<file path="src/rtl/hls_slave_pkg.sv">
// Shared types for the slave-RAM initiator.
//  op_e     : host command opcodes (value 3 is accepted and discarded)
//  status_e : response status codes
//  state_e  : sequencer states
//  LANES    : number of lanes on every S_* bus (only lane 0 is ever driven)
//  CNT_W    : width of the run cycle counter (zero-extended onto rsp_data)
package hls_slave_pkg;

  typedef enum logic [1:0] {
    OP_WRITE = 2'd0,
    OP_READ  = 2'd1,
    OP_RUN   = 2'd2,
    OP_RSVD  = 2'd3
  } op_e;

  typedef enum logic [1:0] {
    RSP_OK         = 2'd0,
    RSP_RD_TIMEOUT = 2'd1,
    RSP_RUN_LIMIT  = 2'd2
  } status_e;

  typedef enum logic [2:0] {
    ST_IDLE,
    ST_WR,
    ST_RD_ISSUE,
    ST_RD_WAIT,
    ST_START,
    ST_RUN,
    ST_RESP
  } state_e;

  localparam int unsigned LANES = 2;
  localparam int unsigned CNT_W = 32;

endpackage

</file>
<file path="src/rtl/hls_run_counter.sv">
// Run cycle counter for the initiator.
//  clock, reset : clock, async active-low reset (count returns to 0)
//  clear        : load 1 (the start cycle counts as the first run cycle)
//  enable       : add 1, saturating at all-ones
//  count_next   : value the counter takes at the next edge, i.e. the count
//                 including the current cycle
//  limit_hit    : count_next has reached LIMIT
module hls_run_counter #(
  parameter int unsigned CNT_W = 32,
  parameter int unsigned LIMIT = 200000000
) (
  input  logic             clock,
  input  logic             reset,
  input  logic             clear,
  input  logic             enable,
  output logic [CNT_W-1:0] count_next,
  output logic             limit_hit
);

  localparam logic [CNT_W-1:0] LIMIT_V = CNT_W'(LIMIT);

  logic [CNT_W-1:0] count_q;

  // NOTE: every signal written here gets a value before any branch, so no
  // path leaves it unassigned and no latch is inferred.
  always_comb begin
    count_next = count_q;
    if (clear) begin
      count_next = CNT_W'(1);
    end else if (enable && (count_q != '1)) begin
      count_next = count_q + 1'b1;
    end
  end

  assign limit_hit = (count_next >= LIMIT_V);

  // NOTE: state registers use non-blocking assignments so every flop samples
  // pre-edge values regardless of process ordering.
  always_ff @(posedge clock or negedge reset) begin
    if (!reset) begin
      count_q <= '0;
    end else begin
      count_q <= count_next;
    end
  end

endmodule

</file>
<file path="src/rtl/hls_slave_mem_initiator.sv">
// Host-side initiator for the accelerator's slave RAM port and start/done pair.
// Host commands (WRITE / READ / RUN) are sequenced onto lane 0 of the slave
// bus; each command except the reserved opcode produces one response pulse.
//  clock, reset           : clock, async active-low reset
//  cmd_valid/cmd_ready    : command handshake (ready only in IDLE)
//  cmd_op/addr/size/wdata : opcode, byte address, access size in bits, data
//  rsp_valid/status/data  : one-cycle response, status, read data or count
//  start_port, done_port  : run handshake with the core
//  S_oe_ram .. S_data_ram_size : registered slave-bus drive, lane 1 tied 0
//  Sout_Rdata_ram, Sout_DataRdy : slave read return, lane 0 only
module hls_slave_mem_initiator
  import hls_slave_pkg::*;
#(
  parameter int unsigned ADDR_W     = 9,
  parameter int unsigned DATA_W     = 64,
  parameter int unsigned SIZE_W     = 7,
  parameter int unsigned RD_TIMEOUT = 16,
  parameter int unsigned RUN_LIMIT  = 200000000
) (
  input  logic                      clock,
  input  logic                      reset,
  input  logic                      cmd_valid,
  output logic                      cmd_ready,
  input  logic [1:0]                cmd_op,
  input  logic [ADDR_W-1:0]         cmd_addr,
  input  logic [SIZE_W-1:0]         cmd_size,
  input  logic [DATA_W-1:0]         cmd_wdata,
  output logic                      rsp_valid,
  output logic [1:0]                rsp_status,
  output logic [DATA_W-1:0]         rsp_data,
  output logic                      start_port,
  input  logic                      done_port,
  output logic [LANES-1:0]          S_oe_ram,
  output logic [LANES-1:0]          S_we_ram,
  output logic [LANES*ADDR_W-1:0]   S_addr_ram,
  output logic [LANES*DATA_W-1:0]   S_Wdata_ram,
  output logic [LANES*SIZE_W-1:0]   S_data_ram_size,
  input  logic [LANES*DATA_W-1:0]   Sout_Rdata_ram,
  input  logic [LANES-1:0]          Sout_DataRdy
);

  localparam int unsigned WAIT_W = $clog2(RD_TIMEOUT + 1);

  state_e              state_q, state_d;
  logic [ADDR_W-1:0]   addr_q, addr_d;
  logic [SIZE_W-1:0]   size_q, size_d;
  logic [DATA_W-1:0]   wdata_q, wdata_d;
  logic [WAIT_W-1:0]   wait_q, wait_d;
  logic                oe_q, oe_d;
  logic                we_q, we_d;
  logic                start_q, start_d;
  logic                ready_q, ready_d;
  logic                rsp_valid_q, rsp_valid_d;
  status_e             rsp_status_q, rsp_status_d;
  logic [DATA_W-1:0]   rsp_data_q, rsp_data_d;

  logic                cnt_clear, cnt_en, limit_hit;
  logic [CNT_W-1:0]    run_count;
  logic [DATA_W-1:0]   rdata_masked;

  // Lane 1 of the read return is never consumed.
  logic unused_lane1;
  assign unused_lane1 = ^{Sout_Rdata_ram[LANES*DATA_W-1:DATA_W], Sout_DataRdy[LANES-1:1]};

  // Keep only the low cmd_size bits of a read; sizes of DATA_W or more pass
  // the whole lane.
  function automatic logic [DATA_W-1:0] size_mask(input logic [SIZE_W-1:0] size);
    logic [DATA_W-1:0] one;
    one = DATA_W'(1);
    if (32'(size) >= DATA_W) size_mask = '1;
    else                     size_mask = (one << size) - one;
  endfunction

  assign rdata_masked = Sout_Rdata_ram[DATA_W-1:0] & size_mask(size_q);

  hls_run_counter #(
    .CNT_W (CNT_W),
    .LIMIT (RUN_LIMIT)
  ) u_run_counter (
    .clock      (clock),
    .reset      (reset),
    .clear      (cnt_clear),
    .enable     (cnt_en),
    .count_next (run_count),
    .limit_hit  (limit_hit)
  );

  // Every bus/port output is the registered image of its *_d value, so a
  // strobe computed on the transition into a state is visible for exactly
  // the cycle spent in that state.
  always_comb begin
    state_d      = state_q;
    addr_d       = addr_q;
    size_d       = size_q;
    wdata_d      = wdata_q;
    wait_d       = wait_q;
    oe_d         = 1'b0;
    we_d         = 1'b0;
    start_d      = 1'b0;
    rsp_valid_d  = 1'b0;
    rsp_status_d = rsp_status_q;
    rsp_data_d   = rsp_data_q;
    cnt_clear    = 1'b0;
    cnt_en       = 1'b0;

    unique case (state_q)
      ST_IDLE: begin
        if (cmd_valid && ready_q) begin
          addr_d  = cmd_addr;
          size_d  = cmd_size;
          wdata_d = cmd_wdata;
          case (op_e'(cmd_op))
            OP_WRITE: begin state_d = ST_WR;       we_d    = 1'b1; end
            OP_READ:  begin state_d = ST_RD_ISSUE; oe_d    = 1'b1; end
            OP_RUN:   begin state_d = ST_START;    start_d = 1'b1; end
            default:  state_d = ST_IDLE;  // reserved opcode: consumed, no response
          endcase
        end
      end

      ST_WR: begin
        state_d      = ST_RESP;
        rsp_valid_d  = 1'b1;
        rsp_status_d = RSP_OK;
        rsp_data_d   = '0;
      end

      ST_RD_ISSUE: begin
        wait_d = '0;
        if (Sout_DataRdy[0]) begin
          state_d      = ST_RESP;
          rsp_valid_d  = 1'b1;
          rsp_status_d = RSP_OK;
          rsp_data_d   = rdata_masked;
        end else begin
          state_d = ST_RD_WAIT;
        end
      end

      ST_RD_WAIT: begin
        if (Sout_DataRdy[0]) begin
          state_d      = ST_RESP;
          rsp_valid_d  = 1'b1;
          rsp_status_d = RSP_OK;
          rsp_data_d   = rdata_masked;
        end else if (wait_q == WAIT_W'(RD_TIMEOUT - 1)) begin
          state_d      = ST_RESP;
          rsp_valid_d  = 1'b1;
          rsp_status_d = RSP_RD_TIMEOUT;
          rsp_data_d   = '0;
        end else begin
          wait_d = wait_q + 1'b1;
        end
      end

      // START and RUN share the completion rules; done wins over the limit
      // when both land in the same cycle.
      ST_START, ST_RUN: begin
        cnt_clear = (state_q == ST_START);
        cnt_en    = (state_q == ST_RUN);
        if (done_port || limit_hit) begin
          state_d      = ST_RESP;
          rsp_valid_d  = 1'b1;
          rsp_status_d = done_port ? RSP_OK : RSP_RUN_LIMIT;
          rsp_data_d   = DATA_W'(run_count);
        end else begin
          state_d = ST_RUN;
        end
      end

      ST_RESP: state_d = ST_IDLE;

      default: state_d = ST_IDLE;
    endcase

    ready_d = (state_d == ST_IDLE);
  end

  always_ff @(posedge clock or negedge reset) begin
    if (!reset) begin
      state_q      <= ST_IDLE;
      addr_q       <= '0;
      size_q       <= '0;
      wdata_q      <= '0;
      wait_q       <= '0;
      oe_q         <= 1'b0;
      we_q         <= 1'b0;
      start_q      <= 1'b0;
      ready_q      <= 1'b0;
      rsp_valid_q  <= 1'b0;
      rsp_status_q <= RSP_OK;
      rsp_data_q   <= '0;
    end else begin
      state_q      <= state_d;
      addr_q       <= addr_d;
      size_q       <= size_d;
      wdata_q      <= wdata_d;
      wait_q       <= wait_d;
      oe_q         <= oe_d;
      we_q         <= we_d;
      start_q      <= start_d;
      ready_q      <= ready_d;
      rsp_valid_q  <= rsp_valid_d;
      rsp_status_q <= rsp_status_d;
      rsp_data_q   <= rsp_data_d;
    end
  end

  assign cmd_ready       = ready_q;
  assign rsp_valid       = rsp_valid_q;
  assign rsp_status      = rsp_status_q;
  assign rsp_data        = rsp_data_q;
  assign start_port      = start_q;
  assign S_oe_ram        = {1'b0, oe_q};
  assign S_we_ram        = {1'b0, we_q};
  assign S_addr_ram      = {{ADDR_W{1'b0}}, addr_q};
  assign S_Wdata_ram     = {{DATA_W{1'b0}}, wdata_q};
  assign S_data_ram_size = {{SIZE_W{1'b0}}, size_q};

endmodule

</file>
<file path="config.mk">
export PLATFORM = sky130hd
export DESIGN_NAME = hls_slave_mem_initiator
export DESIGN_NICKNAME = d
export VERILOG_FILES = /design/src/rtl/hls_slave_pkg.sv /design/src/rtl/hls_run_counter.sv /design/src/rtl/hls_slave_mem_initiator.sv
export SDC_FILE = /design/constraint.sdc
export NUM_CORES = 1
export LEC_CHECK = 0
export BUFFER_PORTS_ARGS = -buffer_cell sky130_fd_sc_hd__buf_4
export CAP_MARGIN = 20
export CORE_AREA = 2 2 173 175
export DETAILED_ROUTE_END_ITERATION = 7
export DIE_AREA = 0 0 175 177
export PLACE_DENSITY = 0.77
export SETUP_SLACK_MARGIN = 0.15
export SYNTH_ARGS = -nofsm -noshare
export SYNTH_HDL_FRONTEND = slang
export SYNTH_HIERARCHICAL = 1
export SYNTH_SLANG_ARGS = --single-unit
</file>
<file path="constraint.sdc">
create_clock -name clock -period 4 [get_ports clock]
set_input_delay 0.2 -clock clock [delete_from_list [all_inputs] [get_ports clock]]
set_output_delay 0.2 -clock clock [all_outputs]
set_load 0.03 [all_outputs]
</file>
---- Word-level counts from Yosys, hierarchy flattened ----
Index checks and enable logic that the tools add are counted.
operators by class
  add/sub/neg operators ................... 3
  $mul .................................... 0
  div/mod/pow operators ................... 0
  magnitude comparators ................... 2
  eq/ne operators ......................... 14
  shift-type cells ........................ 1
  muxes and demuxes ....................... 40
  bitwise gates (word level) .............. 1
  reduce and logical (&&, ||, !) cells .... 12
operators by type and width
  cell                                                                      number
  64-bit 2-to-1 mux                                                         5
  64-bit case mux with 4 select lines                                       1
  64-bit AND                                                                1
  32-bit 2-to-1 mux                                                         2
  1-bit by 7-bit << shifter with 64-bit output (first input constant)       1
  64-bit by 1-bit subtractor with 64-bit output (second input constant)     1
  32-bit by 1-bit adder with 32-bit output (second input constant)          1
  32-bit by 28-bit >= comparator with 1-bit output (second input constant)  1
  32-bit != test (second input constant)                                    1
  1-bit 2-to-1 mux                                                          15
  3-bit case mux with 5 select lines                                        1
  2-bit 2-to-1 mux                                                          6
  3-bit 2-to-1 mux                                                          4
  5-bit 2-to-1 mux                                                          2
  5-bit case mux with 2 select lines                                        1
  3-bit case mux with 3 select lines                                        1
  2-bit != test (second input constant)                                     4
  2-bit case mux with 4 select lines                                        1
  7-bit >= comparator (second input constant)                               1
  3-bit by 2-bit equality test with 1-bit output (second input constant)    2
  3-bit equality test (second input constant)                               2
  3-bit logical NOT                                                         2
  5-bit by 1-bit adder with 5-bit output (second input constant)            1
  5-bit by 4-bit equality test with 1-bit output (second input constant)    1
  other kinds (14)                                                          15
storage, ports and cells
  bits in registers ....................... 191
  bits in latches ......................... 0
  RAM bits ................................ 0
  bits in read-only memories .............. 0
  input port bits ......................... 216
  word-level logic and storage cells ...... 86
  memories ................................ 0

---- Longest topological paths before layout ----
Gate-level depths: netlist of the first run.
  word-level depth ........................ 11
  mapped depth ............................ 18
  mapped depth without buffers ............ 15

---- Cells and area by module ----
Netlist of the first run, hierarchy kept.
modules (own cells, without submodules)
  module                   times used  cells each  area each (µm²)  sequential area each (µm²)
  hls_slave_mem_initiator  1           1022        8732.1           3978.8
  hls_run_counter          1           230         2089.5           800.8

---- Worst setup path before layout of the first run ----
No wires, ideal clock.
  path type ............................... flip-flop to flip-flop
  from .................................... register state_q[0]
  to ...................................... register rsp_status_q[0] (netlist: rsp_status[0])
  setup time .............................. 0.095 ns
  arrival time ............................ 3.543 ns
  data required time ...................... 3.905 ns
  slack ................................... 0.362 ns
  stages on the path, launching flop included .. 19
  buffers on the path ..................... 4
  path through ............................ dfrtp_1 -> clkbuf_1 -> inv_1 -> nor2_1 -> and3_1 -> nand4_1 -> or3_4 -> buf_6 -> o41ai_1 -> a211oi_1 -> a211oi_1 -> a22oi_1 -> nor2_1 -> nor2_1 -> nor2_1 -> buf_2 -> buf_1 -> nand2_1 -> o31ai_1
between the ends
  longest elaborated chain between the ends .. 10
ends and longest elaborated chain
  what                                                line                                                            source
  from (decl)                                         hls_slave_mem_initiator.sv:44                                   state_e state_q, state_d;
  from (signal assigned)                              hls_slave_mem_initiator.sv:194                                  state_q <= state_d;
  3-bit equality test, on equally long branches       hls_slave_mem_initiator.sv:106, hls_slave_mem_initiator.sv:160
  2-bit OR reduction                                  hls_slave_mem_initiator.sv:106                                  unique case (state_q)
  1-bit 2-to-1 mux *                                  hls_slave_mem_initiator.sv:106
  net cnt_en                                          hls_slave_mem_initiator.sv:57                                   logic cnt_clear, cnt_en, limit_hit;
  1-bit logical AND *                                 hls_run_counter.sv:30                                           end else if (enable && (count_q != '1)) begin
  32-bit 2-to-1 mux *                                 hls_run_counter.sv:30
  32-bit 2-to-1 mux *                                 hls_run_counter.sv:28                                           if (clear) begin
  32-bit by 28-bit >= comparator with 1-bit output *  hls_run_counter.sv:35                                           assign limit_hit = (count_next >= LIMIT_V);
  net limit_hit                                       hls_slave_mem_initiator.sv:57
  1-bit logical OR *                                  hls_slave_mem_initiator.sv:161                                  if (done_port || limit_hit) begin
  2-bit != test (no line) *                           -
  4-bit AND reduction (no line) *                     -
  to (signal assigned)                                hls_slave_mem_initiator.sv:204                                  rsp_status_q <= rsp_status_d;
  to (decl)                                           hls_slave_mem_initiator.sv:54                                   status_e rsp_status_q, rsp_status_d;
Mark *: on every way through the listed nets, which the timed path passes. The rest lies on a longest branch.
A chain may end at the register's enable or synchronous reset.

---- Worst setup path in the final report of the first run ----
  from .................................... register u_run_counter.count_q[9]
  to ...................................... register rsp_data_q[51] (netlist: rsp_data[51])
between the ends
  longest elaborated chain between the ends .. 8
ends and longest elaborated chain
  what                                                                                              line                            source
  from (decl)                                                                                       hls_run_counter.sv:22           logic [CNT_W-1:0] count_q;
  from (signal assigned)                                                                            hls_run_counter.sv:43           count_q <= count_next;
  parallel branches: the longest is 2 deep, another holds 32-bit by 1-bit adder with 32-bit output  -
  32-bit 2-to-1 mux *                                                                               hls_run_counter.sv:30
  32-bit 2-to-1 mux *                                                                               hls_run_counter.sv:28
  32-bit by 28-bit >= comparator with 1-bit output *                                                hls_run_counter.sv:35
  net limit_hit                                                                                     hls_slave_mem_initiator.sv:57
  1-bit logical OR *                                                                                hls_slave_mem_initiator.sv:161
  2-bit != test (no line) *                                                                         -
  4-bit AND reduction (no line) *                                                                   -
  to (signal assigned)                                                                              hls_slave_mem_initiator.sv:205  rsp_data_q <= rsp_data_d;
  to (decl)                                                                                         hls_slave_mem_initiator.sv:55   logic [DATA_W-1:0] rsp_data_q, rsp_data_d;
Mark *: on every way through the listed nets, which the timed path passes.

==> flow_summary.yaml, run 1 <==
clocking:
  cts.sinks: 191
  cts_max_path_buffers: 2
  clock-root-buffer: "clkbuf_16"
  cts_tree: "yes"
  worstSkewPairLatency_ns: 0.45
  path_clk_slew_ns: 0.08
  cts_buffers: 17
  htree_num_levels: 4
yosys:
  yosysUniqueCellTypes: 90
  ys_top_cells_by_count: "338 x nand2_1, 191 x dfrtp_1, 85 x buf_4"
  ys_seq_elements: 191
  yosysSeqAreaShare: 0.442
  synth_top_area_cell: "dfrtp_1"
  synth_ff_type: "dfrtp_1"
  synth_area_per_cell_um2: 8.64
  yosys.cell_count.top_type: "nand2_1"
  synth_area_mm2: 0.0108
  syn_inst: 1252
  synth_area_leaders: "dfrtp_1 44%, nand2_1 12%, buf_4 5.9%"
  synthArstFlopShare: 1.00
  ys_warn_count: 6
  synth_edf_count: 0
  synth_top_area_frac: 0.442
route:
  wl_per_cell_um: 19.1
  num_vias: 11000
  via_per_inst: 5.37
  ant_nets: 0
  drt_pre_antenna_iters: 6
  totalWireLength_mm: 39.0
  first_iter_violations: 1145
  drc_errors: 0
timing:
  maxSlewViolCount: 0
  skew_ns: 0.0199
  rsz0062_at_grt: "false"
  hold_ws_ns: 0.0126
  hold_viol_final: 0
  fin_crit_sh: 0.922
  fmax_ghz: 0.271
  finalSetupViolCount: 0
  fin_crit_ns: 3.69
  slew_headroom: 0.359
  final.setup.tns_ns: 0
  worst-slew-pin-transition_ns: 0.961
setup_path:
  crit_start: "u_run_counter/count_q[9]$_DFF_PN0_"
  worstRegToRegCells: 14
  endpoint: "rsp_data[51]$_DFFE_PN0P_"
  cp_max_fo: 26
  r2r_start: "u_run_counter/count_q[9]$_DFF_PN0_"
  path_class: "reg -> reg"
  crit_required_ns: 4.33
  endpoint_kind: "flip-flop"
  critPathArrivalTime_ns: 4.02
  start_kind: "flip-flop"
  path_cells: "and4_2, nand4_4, or3_4, or4_1, a31oi_2, a211oi_1, a22oi_2, nor2_1, nor2_4, buf_4, nor2_4, buf_12, buf_12, a22o_1"
  r2r-end: "rsp_data[51]$_DFFE_PN0P_"
  reg2reg_slack_ns: 0.31
  max_stage_delay_ns: 0.50
  slowest_stage: "or3_4"
floorplanning:
  io-pin-count: 449
  die_area_mm2: 0.0310
  die_h_um: 177
  die_width_um: 175
  initial_core_util: 0.370
  num_rows: 63
  coreArea_mm2: 0.0292
global_routing:
  grtUsageTotal: 0.246
  grt_pass1_vias: 10800
  grt_overflow: 0
  grt_antenna_before_repair: 0
  grt_max_degree: 78
  grt_pass1_wl_mm: 59.7
pwr:
  comb_power_share: 0.549
  p_seq_frac: 0.284
  switching_share: 0.483
  ir_drop_mv: 0.531
  switchingPower_uw: 5040
  p_leak_uw: 0.00732
  powerDensity_mw_per_mm2: 695
  p_clk_frac: 0.167
  p_total_uw: 10400
  p_int_uw: 5400
job:
  maxCapViolCount: 0
min_path:
  hold_path_class: "in -> reg"
placement:
  hpwl_mm: 27.1
  placed_area_mm2: 0.0133
  gp_congestion: 0.933
  portBuffers: 301
layout:
  syn2layout_area_growth_pct: 38.8
  num-nets-final: 1864
  drive_gt1_frac: 0.273
  n_antenna_cell: 0
  final_area_mm2: 0.0150
  multi_input_area_mm2: 0.00535
  seq_area_mm2: 0.00478
  nFillCells: 2592
  final_core_util: 0.514
outcome:
  status: "completed"
==> kinds of logic after synthesis <==
logic type	after synthesis	synth area share
AO/OA/AOI/OAI	225	0.153
XOR/XNOR	29	0.0235
buffers and inverters	187	0.101
multiplexers	13	0.0124
other	1	0.000347
AND/OR/NAND/NOR	602	0.263
adder cells (fa/ha/maj)	4	0.00462
flip-flops	191	0.442
==> worst max-delay path: cells and delay by family, from the launching register on <==
kind	cells	cell delay (ns)
buf+inv	3	0.48
compound gates	4	0.83
flops	1	0.46
simple gates	7	1.78
==> per-layer routing <==
metal / vias up / track usage / routed length, um
met4: 0 / 0.111 / 1590
met3: 76 / 0.0511 / 3080
met2: 587 / 0.415 / 19100
met1: 5333 / 0.305 / 15300
met5: - / 0 / 0
li1: 5006 / - / -
==> what timing repair did <==
action,in CTS,in global routing
endpoints found under the setup margin,55,68
hold endpoints to repair,169,0
buffers inserted,0,7
resized for setup,4,13
pin swaps,1,5
cloned,1,1
hold buffers,98,0
==> worst min path at each step <==
stage	endpoint	depth (start not counted)	slack [ns]	from
2_1_floorplan	addr_q[0]$_DFFE_PN0P_	0	-0.1	reset
3_3_place_gp	rsp_data[7]$_DFFE_PN0P_	1	0.26	reset
3_5_place_dp	rsp_data[7]$_DFFE_PN0P_	1	0.26	reset
4_1_cts	rsp_status[0]$_DFFE_PN0P_	2	0.0008	Sout_DataRdy[0]
5_1_grt	rsp_data[37]$_DFFE_PN0P_	2	0.01	Sout_Rdata_ram[37]
6_report	rsp_status[0]$_DFFE_PN0P_	2	0.01	Sout_DataRdy[0]
==> layout make-up <==
cell class	count	share of cell area
timing repair buffer	457	0.249
tap	390	0.0325
inverter	20	0.00500
clock buffer	18	0.0292
clock inverter	14	0.0100
multi-input combinational	957	0.356
sequential	191	0.318
==> power by group through the flow <==
stage               registers [uW]  clock network (uW)  logic, uW
floorplan                     3930                   0       2440
global placement              2950                   0       5310
detailed placement            2960                   0       5380
CTS                           2940                1770       5500
global route                  3030                1850       6070
finish                        2960                1750       5730
==> sequential cells by signal (all words and copies together), names as in the netlist <==
signal,count
wait_q,5
size_q,7
addr_q,9
oe_q,1
cmd_ready,1
rsp_status,2
wdata_q,64
rsp_valid,1
rsp_data,64
state_q,3
u_run_counter/count_q,32
we_q,1
start_port,1
==> cells in the final DEF, fill, tap and decap left out, types with 19 or more instances in the layout <==
cell type and n:
inv_1 20, dlygate4sd3_1 98, a22oi_1 19, buf_4 352, xnor2_1 19, a21oi_1 37, conb_1 82, nand3_1 42
nor3_1 23, dfrtp_1 189, nand4_1 22, nand2_1 338, o21ai_0 35, nor2_1 60
==> stage by stage <==
stage,instances,setup slack [ns]
finish,2047,0.310
global route,2047,0.149
CTS,2039,0.149
detailed placement,1908,0.0478
global placement,1908,0.106
floorplan,1333,0.362
Power figures use the tool's default switching activity.
==> run 2, diff against run 1 <==
Settings changed: GPL_TIMING_DRIVEN set to 0.
==> flow_summary.yaml, run 2 (synthesis results as in run 1) <==
outcome:
  status: "completed"
timing:
  worst-slew-pin-transition_ns: 1.06
  fin_crit_ns: 3.85
  maxSlewViolCount: 0
  skew_ns: 0.0228
  fin_crit_sh: 0.963
  postLayoutSetupSlackWorst_ns: 0.147
  finalSetupViolCount: 0
  fmax_ghz: 0.260
  rsz0062_at_grt: "true"
  hold_viol_final: 0
  slew_headroom: 0.290
clocking:
  cts_tree: "yes"
  worstSkewPairLatency_ns: 0.46
  cts_max_path_buffers: 2
  htree_num_levels: 4
  cts.sinks: 191
  path_clk_slew_ns: 0.08
  clock-root-buffer: "clkbuf_16"
  cts_buffers: 17
setup_path:
  r2r_start: "state_q[1]$_DFF_PN0_"
  cp_max_fo: 10
  path_class: "reg -> reg"
  endpoint_kind: "flip-flop"
  critPathArrivalTime_ns: 4.18
  crit_required_ns: 4.33
  start_kind: "flip-flop"
  crit_start: "state_q[1]$_DFF_PN0_"
route:
  wl_per_cell_um: 20.7
  ant_nets: 0
  drt_pre_antenna_iters: 7
  totalWireLength_mm: 45.1
  drc_errors: 0
  num_vias: 11700
  via_per_inst: 5.35
  first_iter_violations: 1272
pwr:
  switchingPower_uw: 5370
  comb_power_share: 0.561
  p_clk_frac: 0.165
  ir_drop_mv: 0.397
  switching_share: 0.496
  p_seq_frac: 0.274
  powerDensity_mw_per_mm2: 678
  p_int_uw: 5450
  p_leak_uw: 0.00792
  p_total_uw: 10800
layout:
  drive_gt1_frac: 0.306
  mostFrequentLayoutCell: "buf_4"
  syn2layout_area_growth_pct: 47.5
  final_cell_mix: "404 x buf_4, 337 x nand2_1, 190 x dfrtp_1, 105 x dlygate4sd3_1, 82 x conb_1"
  fin_cells: 2182
  final_area_mm2: 0.0160
  num-nets-final: 1998
  nFillCells: 2628
placement:
  gp_congestion: 0.949
  place_inst: 2026
  placed_area_mm2: 0.0139
  portBuffers: 301
  hpwl_mm: 32.5
  post-place-ws_ns: -1.45
global_routing:
  grt_max_degree: 121
  grt_pass1_wl_mm: 66.6
  grtUsageTotal: 0.284
  grt_antenna_before_repair: 0
  grt_pass1_vias: 11400
  grt_overflow: 0
floorplanning:
  die_width_um: 175
  coreArea_mm2: 0.0292
  die_h_um: 177
  die_area_mm2: 0.0310
  initial_core_util: 0.370
  num_rows: 63
  io-pin-count: 449
min_path:
  hold_start: "Sout_Rdata_ram[4]"
  hold_path_class: "in -> reg"
job:
  maxCapViolCount: 0
==> run 2: cell count changes in the layout (fill, tap and decap cells not counted), sizes merged <==
cell	previous run	this run
clkinvlp	0	2
inv	26	29
clkinv	7	3
buf	358	450
diode	0	1
dlygate4sd3	98	105
nor2	67	65
clkbuf	19	55
==> run 2: worst max-delay path, stage by stage, from the launching register on <==
cell	delay, ns
dfrtp_1	0.40
inv_2	0.10
nand2_4	0.09
nor2_4	0.15
and3_4	0.19
nand4_1	0.25
or3_4	0.46
buf_6	0.15
or3_4	0.32
a21oi_2	0.19
nand4_1	0.14
a22oi_2	0.38
nor2_4	0.09
nor2_4	0.18
nor2_4	0.10
clkbuf_4	0.25
a32oi_1	0.20
nand2_1	0.08
==> run 2: worst paths after layout <==
path | endpoint | slack (ns) | depth (start not counted)
max in group asynchronous | rsp_data[35]$_DFFE_PN0P_ | 2.78 | 4
min in group asynchronous | rsp_data[9]$_DFFE_PN0P_ | 0.41 | 3
worst min-delay path | rsp_data[4]$_DFFE_PN0P_ | 0.009 | 3
worst min register to register | wdata_q[60]$_DFFE_PN0P_ | 0.48 | 2
worst max register to register | rsp_data[60]$_DFFE_PN0P_ | 0.15 | 17
worst max-delay path | rsp_data[60]$_DFFE_PN0P_ | 0.15 | 17
==> run 2: metal layers <==
| layer | vias to the layer above | wire length [um] | global-route usage |
|---|---|---|---|
| li1 | 5263 | - | - |
| met1 | 5649 | 17100 | 0.338 |
| met2 | 661 | 22200 | 0.488 |
| met3 | 105 | 3810 | 0.0644 |
| met4 | 0 | 1990 | 0.129 |
| met5 | - | 0 | 0 |
==> run 2: power groups by stage <==
stage,sequential [uW],combinational [uW],clock [uW]
3_5_place_dp,2950,5690,0
3_3_place_gp,2940,5640,0
4_1_cts,2930,5870,1800
2_1_floorplan,3930,2440,0
6_report,2970,6070,1790
5_1_grt,3020,6400,1880
==> run 2: repair_timing <==
item / in CTS / in global routing
hold buffers: 103 / 2
buffers inserted: 4 / 13
setup endpoints to repair: 70 / 66
hold endpoints to repair: 222 / 2
pin swaps: 4 / 15
gates cloned: 0 / 1
gates resized for setup: 43 / 20
==> run 2: metrics by stage <==
step	setup TNS (ns)	hold WS, ns	utilization
global placement	-77.26	0.387	0.474
floorplan	0	-0.0956	-
finish	0	0.00888	0.546
CTS	0	0.000255	0.539
detailed placement	-83.23	0.314	0.477
global route	0	0.000699	0.546
==> run 2: area by class of cell <==
cell class	count	area, um2	area share
flip-flops and latches	191	4780	0.300
clock buffers	17	425	0.0267
clock inverters	15	169	0.0106
well taps	390	488	0.0306
repair buffers	426	3540	0.222
inverters	20	75.1	0.00470
plain buffers	167	1070	0.0669
diodes	1	2.50	0.000157
multi-input cells	955	5410	0.339
==> run 3, diff against run 2 <==
Settings changed: CTS_BUF_LIST set to sky130_fd_sc_hd__clkbuf_4 sky130_fd_sc_hd__clkbuf_8.
==> flow_summary.yaml, run 3 (synthesis results as in run 1) <==
global_routing:
  grt_antenna_before_repair: 0
  met1_usage: 0.341
  grt_pass1_wl_mm: 67.4
  grt-busiest-layer: "met2"
  grt_use_met3: 0.0625
  use_met2: 0.489
  grt_overflow: 0
  grtUsageTotal: 0.286
  grt_max_degree: 121
  grt_pass1_vias: 11600
floorplanning:
  coreArea_mm2: 0.0292
  io-pin-count: 449
  die_h_um: 177
  num_rows: 63
  die_width_um: 175
  die_area_mm2: 0.0310
  initial_core_util: 0.370
clocking:
  path_clk_slew_ns: 0.11
  worstSkewPairLatency_ns: 0.50
  htree_num_levels: 4
  cts_max_path_buffers: 2
  cts_tree: "yes"
  cts.sinks: 191
  clock-root-buffer: "clkbuf_8"
  cts_buffers: 17
min_path:
  hold_depth: 3
  hold_path_class: "in -> reg"
timing:
  fmax_ghz: 0.262
  fin_crit_sh: 0.953
  fin_crit_ns: 3.81
  worst-slew-pin-transition_ns: 1.06
  skew_ns: 0.0243
  postLayoutSetupSlackWorst_ns: 0.187
  hold_viol_final: 0
  slew_headroom: 0.290
  finalSetupViolCount: 0
  final.setup.tns_ns: 0
  maxSlewViolCount: 0
  rsz0062_at_grt: "false"
setup_path:
  critPathArrivalTime_ns: 4.24
  crit_required_ns: 4.42
  endpoint_kind: "flip-flop"
  cp_max_fo: 10
  path_common_cell: "nor2_4"
  max_stage_delay_ns: 0.48
  path_class: "reg -> reg"
  path_cells: "inv_2, nand2_4, nor2_4, and3_4, nand4_1, or3_4, buf_6, or3_4, a21oi_2, nand4_1, a22oi_2, nor2_4, nor2_4, buf_4, buf_2, a32oi_1, nand2_1"
  start_kind: "flip-flop"
  worstRegToRegCells: 17
  slowest_stage: "or3_4"
placement:
  post-place-ws_ns: -1.45
  portBuffers: 301
  gp_congestion: 0.949
  hpwl_mm: 32.5
  place_inst: 2026
layout:
  mostFrequentLayoutCell: "buf_4"
  drive_gt1_frac: 0.301
  num-nets-final: 2023
  n_antenna_cell: 0
  fin_cells: 2206
  final_cell_mix: "403 x buf_4, 337 x nand2_1, 190 x dfrtp_1, 131 x dlygate4sd3_1, 82 x conb_1"
  syn2layout_area_growth_pct: 47.7
  final_core_util: 0.547
  nFillCells: 2614
pwr:
  p_total_uw: 10400
  p_leak_uw: 0.00793
  ir_drop_mv: 0.373
  powerDensity_mw_per_mm2: 651
route:
  ant_nets: 0
  drc_errors: 0
  first_iter_violations: 1248
  drt_pre_antenna_iters: 6
  totalWireLength_mm: 45.6
  num_vias: 11900
  wl_per_cell_um: 20.7
  via_per_inst: 5.37
job:
  maxCapViolCount: 0
outcome:
  status: "completed"
-- run 3: stage by stage --
| stage | hold WS [ns] | area (um2) |
|---|---|---|
| 2_1_floorplan | -0.0956 | 11100 |
| 5_1_grt | 0.0232 | 16000 |
| 3_5_place_dp | 0.314 | 13900 |
| 6_report | 0.0288 | 16000 |
| 3_3_place_gp | 0.387 | 13900 |
| 4_1_cts | 0.00749 | 15800 |
-- run 3: final cells by class --
class / count / area, um2 / share of cell area
Timing Repair Buffer: 451 / 3780 / 0.236
Sequential cell: 191 / 4780 / 0.299
Tap cell: 390 / 488 / 0.0305
Clock inverter: 15 / 169 / 0.0106
Clock buffer: 17 / 234 / 0.0146
Buffer: 167 / 1060 / 0.0666
Multi-Input combinational cell: 955 / 5400 / 0.338
Inverter: 20 / 75.1 / 0.00470
-- run 3: final timing paths --
check / slack (ns) / endpoint / start
worst max-delay path: 0.19 / rsp_data[1]$_DFFE_PN0P_ / state_q[1]$_DFF_PN0_
worst min-delay path: 0.03 / rsp_data[40]$_DFFE_PN0P_ / Sout_Rdata_ram[40]
worst max register to register: 0.19 / rsp_data[1]$_DFFE_PN0P_ / state_q[1]$_DFF_PN0_
worst min register to register: 0.48 / wdata_q[60]$_DFFE_PN0P_ / wdata_q[60]$_DFFE_PN0P_
max in group asynchronous: 2.84 / addr_q[3]$_DFFE_PN0P_ / reset
min in group asynchronous: 0.35 / rsp_data[9]$_DFFE_PN0P_ / reset
-- run 3: critical path: cells and delay by family, from the launching register on --
kind,cells,cell delay [ns]
compound gates,3,0.70
simple gates,10,1.98
buf+inv,4,0.67
flops,1,0.40
-- run 3: what timing repair did --
action	4_1_cts	5_1_grt
setup buffers	4	12
endpoints found under the hold margin	250	0
gates resized for setup	41	18
hold buffers	131	0
endpoints found under the setup margin	70	65
cloned	0	1
pin swaps	4	13
-- run 3: routing by layer --
layer  share of wire  vias up
li1                -     5319
met1            0.38     5704
met2            0.49      702
met3           0.082      129
met4           0.051        0
met5               0        -
-- run 3: power by group --
group / internal [uW] / switching (uW)
logic: 2060 / 4030
clock network: 526 / 840
registers: 2510 / 454
total: 5090 / 5330
